===== config.mk =====
export PLATFORM = sky130hd
export DESIGN_NAME = pht_access_scheduler
export DESIGN_NICKNAME = d
export VERILOG_FILES = /design/src/rtl/bp_pkg.sv /design/src/rtl/pht_upd_fifo.sv /design/src/rtl/pht_access_scheduler.sv
export SDC_FILE = /design/constraint.sdc
export NUM_CORES = 1
export LEC_CHECK = 0
export ABC_AREA = 1
export BUFFER_PORTS_ARGS = -buffer_cell sky130_fd_sc_hd__clkbuf_2
export CAP_MARGIN = 20
export CORE_ASPECT_RATIO = 1.4
export CORE_MARGIN = 5
export CORE_UTILIZATION = 36
export DETAILED_ROUTE_END_ITERATION = 16
export PLACE_DENSITY = 0.51
export SYNTH_ARGS = -nofsm -noshare
export SYNTH_HDL_FRONTEND = slang
export SYNTH_SLANG_ARGS = --single-unit

===== constraint.sdc =====
create_clock -name clk -period 3.1 [get_ports clk]
set_input_delay 0 -clock clk [delete_from_list [all_inputs] [get_ports clk]]
set_output_delay 0 -clock clk [all_outputs]
set_load 0.05 [all_outputs]

===== src/rtl/bp_pkg.sv =====
`default_nettype none
// ============================================================================
// Module : bp_pkg
// Brief  : 2-bit saturating branch counter encodings and update helper.
// Rev    : 1.0  initial release
// ============================================================================
package bp_pkg;

  typedef logic [1:0] ctr_t;

  localparam ctr_t STRONG_NT = 2'b00;
  localparam ctr_t WEAK_NT   = 2'b01;
  localparam ctr_t WEAK_T    = 2'b10;
  localparam ctr_t STRONG_T  = 2'b11;

  // Saturating step toward the resolved direction; never wraps.
  function automatic ctr_t sat_update(input ctr_t c, input logic taken);
    ctr_t r;
    r = c;
    if (taken) begin
      if (c != STRONG_T) r = c + 2'd1;
    end else begin
      if (c != STRONG_NT) r = c - 2'd1;
    end
    return r;
  endfunction

endpackage
`default_nettype wire


===== src/rtl/pht_upd_fifo.sv =====
`default_nettype none
// ============================================================================
// Module : pht_upd_fifo
// Brief  : Synchronous FIFO buffering PHT updates {idx, taken}.
// Rev    : 1.0  initial release
// ============================================================================
module pht_upd_fifo #(
  parameter int WIDTH = 5,
  parameter int DEPTH = 4
) (
  input  logic                       clk,
  input  logic                       rst_n,
  input  logic                       wr_en,
  input  logic [WIDTH-1:0]           wr_data,
  input  logic                       rd_en,
  output logic [WIDTH-1:0]           rd_data,
  output logic [$clog2(DEPTH):0]     count,
  output logic                       full,
  output logic                       empty
);

  localparam int PTR_W = $clog2(DEPTH);
  localparam int CNT_W = PTR_W + 1;

  logic [WIDTH-1:0] r_mem [DEPTH];
  logic [PTR_W-1:0] r_wr_ptr;
  logic [PTR_W-1:0] r_rd_ptr;
  logic [CNT_W-1:0] r_count;
  logic             w_wr;
  logic             w_rd;

  assign full    = (r_count == CNT_W'(DEPTH));
  assign empty   = (r_count == '0);
  assign count   = r_count;
  assign rd_data = r_mem[r_rd_ptr];

  // Full blocks writes on the registered count, even if a read frees a slot.
  assign w_wr = wr_en && !full;
  assign w_rd = rd_en && !empty;

  always_ff @(posedge clk) begin
    if (w_wr) r_mem[r_wr_ptr] <= wr_data;
  end

  always_ff @(posedge clk or negedge rst_n) begin
    if (!rst_n) begin
      r_wr_ptr <= '0;
      r_rd_ptr <= '0;
      r_count  <= '0;
    end else begin
      if (w_wr) r_wr_ptr <= r_wr_ptr + 1'b1;
      if (w_rd) r_rd_ptr <= r_rd_ptr + 1'b1;
      case ({w_wr, w_rd})
        2'b10:   r_count <= r_count + 1'b1;
        2'b01:   r_count <= r_count - 1'b1;
        default: r_count <= r_count;
      endcase
    end
  end

endmodule
`default_nettype wire


===== src/rtl/pht_access_scheduler.sv =====
`default_nettype none
// ============================================================================
// Module : pht_access_scheduler
// Brief  : PHT owner arbitrating one access slot between lookups and queued
//          updates, with forced drains to bound update starvation.
// Rev    : 1.0  initial release
// ============================================================================
module pht_access_scheduler
  import bp_pkg::*;
#(
  parameter int IDX_W      = 4,
  parameter int UQ_DEPTH   = 4,
  parameter int STARVE_MAX = 8
) (
  input  logic                        clk,
  input  logic                        rst_n,
  input  logic                        lk_valid,
  input  logic [IDX_W-1:0]            lk_idx,
  output logic                        lk_ready,
  output logic                        pred_valid,
  output logic                        pred_taken,
  input  logic                        upd_valid,
  input  logic [IDX_W-1:0]            upd_idx,
  input  logic                        upd_taken,
  output logic                        upd_ready,
  output logic [$clog2(UQ_DEPTH):0]   uq_count
);

  localparam int ENTRIES = 2 ** IDX_W;
  localparam int SC_W    = $clog2(STARVE_MAX + 1);

  ctr_t             r_pht [ENTRIES];
  logic [SC_W-1:0]  r_starve_cnt;
  logic             r_pred_valid;
  logic             r_pred_taken;

  logic             w_uq_full;
  logic             w_uq_empty;
  logic [IDX_W:0]   w_head;
  logic [IDX_W-1:0] w_head_idx;
  logic             w_head_taken;
  logic             w_force_drain;
  logic             w_lk_grant;
  logic             w_deq;
  logic             w_enq;

  assign w_head_idx   = w_head[IDX_W:1];
  assign w_head_taken = w_head[0];

  assign w_force_drain = (r_starve_cnt == SC_W'(STARVE_MAX)) && !w_uq_empty;
  assign lk_ready      = !w_force_drain;
  assign upd_ready     = !w_uq_full;

  // Lookups win the slot unless a drain is forced; the queue head gets leftovers.
  assign w_lk_grant = lk_valid && lk_ready;
  assign w_deq      = !w_lk_grant && !w_uq_empty;
  assign w_enq      = upd_valid && upd_ready;

  pht_upd_fifo #(
    .WIDTH (IDX_W + 1),
    .DEPTH (UQ_DEPTH)
  ) u_upd_fifo (
    .clk     (clk),
    .rst_n   (rst_n),
    .wr_en   (w_enq),
    .wr_data ({upd_idx, upd_taken}),
    .rd_en   (w_deq),
    .rd_data (w_head),
    .count   (uq_count),
    .full    (w_uq_full),
    .empty   (w_uq_empty)
  );

  always_ff @(posedge clk or negedge rst_n) begin
    if (!rst_n) begin
      r_starve_cnt <= '0;
    end else if (w_uq_empty || w_deq) begin
      r_starve_cnt <= '0;
    end else if (w_lk_grant && (r_starve_cnt != SC_W'(STARVE_MAX))) begin
      r_starve_cnt <= r_starve_cnt + 1'b1;
    end
  end

  always_ff @(posedge clk or negedge rst_n) begin
    if (!rst_n) begin
      for (int i = 0; i < ENTRIES; i++) r_pht[i] <= WEAK_NT;
    end else if (w_deq) begin
      r_pht[w_head_idx] <= sat_update(r_pht[w_head_idx], w_head_taken);
    end
  end

  // Reads see only committed counters; queued updates are not forwarded.
  always_ff @(posedge clk or negedge rst_n) begin
    if (!rst_n) begin
      r_pred_valid <= 1'b0;
      r_pred_taken <= 1'b0;
    end else begin
      r_pred_valid <= w_lk_grant;
      if (w_lk_grant) r_pred_taken <= r_pht[lk_idx][1];
    end
  end

  assign pred_valid = r_pred_valid;
  assign pred_taken = r_pred_taken;

endmodule
`default_nettype wire


==> key figures <==
Cells and area
  – Commonest non-fill, non-tap cell in the layout: nand2_1
  – Register Area: 1750 sq um
  – Number of diodes: 0
  – Multi-input logic area: 1400 sq um
  – Area growth syn-to-layout: 17.8%
  – Layout cell share with drive strength beyond 1: 14.9%
  – Final Core Density: around 43%
  – # nets final: 486
  – Most frequent cells in the layout: nand2_1, inv_1, nor2_1, nand3_1, dfrtp_1
  – FILL cells: 927

Placed design
  – Gp weighted congestion: 0.848
  – Hpwl dp: around 5600 um
  – PortBufs: 19

Synthesis
  – Synth warn: 0
  – Post-synthesis cell type count: 29
  – Syn nets: between 400 and 500
  – Synth Area per Inst: 7.94 sq um
  – Cell Area, Synth: 3440 sq um
  – Area leader, netlist: dfrtp_1
  – Synth top area cells: dfrtp_1, nand2_1, edfxtp_1
  – Synthesized instance count: 433
  – Synthesis-stage register bit count: 65
  – Top-area cell type share of the netlist area: 21.1%
  – Seq/Total Area, Yosys: 50.8%

Setup path
  – Slowest cell on crit path: dfrtp_1
  – CP Cell Sequence: inv_2, nand2_1, nand3_2, nand2_2, nand2_1, nand2_1, nand2_1, nand2_1, nand2_1, nand2_1, nor2_1, nand2_1, nand2_2, nand3_1, nand2_1
  – Worst endpoint required time: approximately 3300 ps
  – Worst Setup End Kind: flip-flop
  – Setup crit start kind: flip-flop
  – Worst EP arrival: 2660 ps
  – Worst-path fanout max: 24
  – Worst path most repeated cell: nand2_1
  – Worst Setup Path Type: reg -> reg
  – CP max stage delay: 580 ps

STA
  – Fin crit period: about 2400 ps
  – Final period utilization: 78.7%
  – Fmax: 0.410 GHz
  – Unrepaired setup endpoints after global routing: no
  – Hold Violations, Final: 0
  – Worst slew pin tran: 583 ps
  – Setup tns final: 0 ps
  – Slew HR: 61.2%
  – Max Slew Vio Count: 0
  – Clock Skew: 6.72 ps
  – Endpoints failing setup: 0

Die
  – I/O Pins: 20
  – Initial Utilization: 36.6%
  – Die area: 11,600 sq um
  – Die width: 92.6 um
  – Die H: 126 um
  – Cell Rows: 42
  – Area of the core: 9410 sq um

Clocking
  – CTS Sinks: 65
  – H-tree levels: 3
  – CTS tree: built
  – Clk pin slew, worst setup/hold paths: about 60 ps
  – CTS Buf Count: 9
  – Clock Latency Late Sink: 330 ps
  – Clock Tree Root: clkbuf_16
  – Clock Path Buffers: 2

Drt
  – # DRC: 0
  – DRT Pass-1 Iters: 4
  – Via Count: roughly 2,800
  – Post-DRT Antenna Nets: 0
  – WL/cell: roughly 14 um
  – WL final: 7830 um
  – Initial DRC count: 190
  – Vias per Instance: 4.76

Run
  – Max cap viols: 0

Status
  – Outcome: complete, no violations

Global route
  – Busiest layer in global routing: met2
  – Largest net degree at the start of global routing: 25
  – GRT met2 Usage: 24.1%
  – First-pass GRT wire length: 13,700 um
  – Total grt overflow: 0
  – GR Util met1: between 10% and 20%
  – Vias in the first global route: 2,752
  – GRT Resource Usage Total: roughly 15%
  – Routing usage on met3: 2.63%
  – Antenna violations before repair: 0

Power and ir drop
  – Pwr dens: 1230 nW/um^2
  – Pleak: between 1.5 and 2 nW
  – Maximum VDD drop: 0.504 mV

Worst hold path
  – Hold Crit Class: in -> reg
## layer usage
layer,up-vias,wire length (um)
li1,1418,-
met1,1264,3410
met3,15,338
met2,64,3930
met5,-,0
met4,0,155
## through the flow
step	hold WS (ps)	std cells	worst slack (ps)	total power [mW]	instance area (sq um)
after floorplan	-296	433	131	3.28	3440
after global placement	33.5	557	721	3.80	3640
after detailed placement	39.8	557	673	3.82	3640
after CTS	104	580	657	5.00	4050
after global routing	130	580	271	5.40	4050
final	83.1	580	660	4.96	4050
## sequential cells by signal, indices dropped and copies added (netlist names)
| signal | count |
|---|---|
| u_upd_fifo.count | 3 |
| u_upd_fifo.r_mem | 20 |
| r_starve_cnt | 4 |
| pred_taken | 1 |
| u_upd_fifo.r_rd_ptr | 2 |
| u_upd_fifo.r_wr_ptr | 2 |
| r_pht | 32 |
| pred_valid | 1 |
## cell usage after synthesis
cell type,n
a21oi_1,13
a32oi_1,1
buf_2,5
buf_4,2
buf_6,2
clkbuf_1,1
dfrtp_1,29
dfstp_2,16
edfxtp_1,20
fa_1,1
ha_1,7
inv_1,57
inv_2,3
mux2_2,1
nand2_1,163
nand2_2,5
nand3_1,30
nand3_2,2
nand3b_1,3
nand4_1,4
nor2_1,33
nor2_2,1
nor3_1,1
o211ai_1,2
o21ai_0,20
o21ai_4,1
or2_2,3
xnor2_1,3
xor2_1,4
## cells by family after synthesis
group           after synthesis  share of synthesized area, %
simple gates                245                          29.5
xor+xnor                      7                          1.78
fa+ha+maj                     8                          3.13
mux                           1                         0.327
buf+inv                      70                          8.48
compound gates               37                          5.97
flops                        65                          50.8
## worst max-delay path, delay by kind of cell (launching register included)
kind | cells | cell delay [ps]
AND/OR/NAND/NOR | 14 | 1580
flip-flops | 1 | 580
buffers and inverters | 1 | 150
## power breakdown
part	switching (mW)	internal (mW)	total [mW]	leakage, nW
clock	0.370	0.782	1.15	0.164
sequential	0.214	1.24	1.46	0.715
combinational	1.66	0.691	2.36	1.06
total	2.25	2.71	4.96	1.94
## area by class of cell
class | instances | share of cell area [%]
clock inverters | 6 | 2.66
flip-flops and latches | 65 | 43.1
clock buffers | 10 | 5.66
inverters | 60 | 5.56
multi-input cells | 298 | 34.6
well taps | 110 | 3.40
repair buffers | 31 | 5.01
## path summary, 6_finish.rpt
path,startpoint,to,slack [ps],depth (start not counted)
hold reg to reg,r_pht[18],r_pht[18],460,2
min in group asynchronous,rst_n,r_pht[31],200,2
max in group asynchronous,rst_n,r_pht[8],2100,3
setup reg to reg,u_upd_fifo.r_rd_ptr[0],r_pht[1],660,15
hold / removal,lk_idx[3],pred_taken,80,4
setup / recovery,u_upd_fifo.r_rd_ptr[0],r_pht[1],660,15
## repair_timing
| item | 4_1_cts | 5_1_grt |
|---|---|---|
| hold buffers | 7 | 0 |
| resized for setup | 0 | 0 |
| buffers inserted | 0 | 0 |
| hold endpoints to repair | 34 | 0 |
Power figures use the tool's default switching activity.
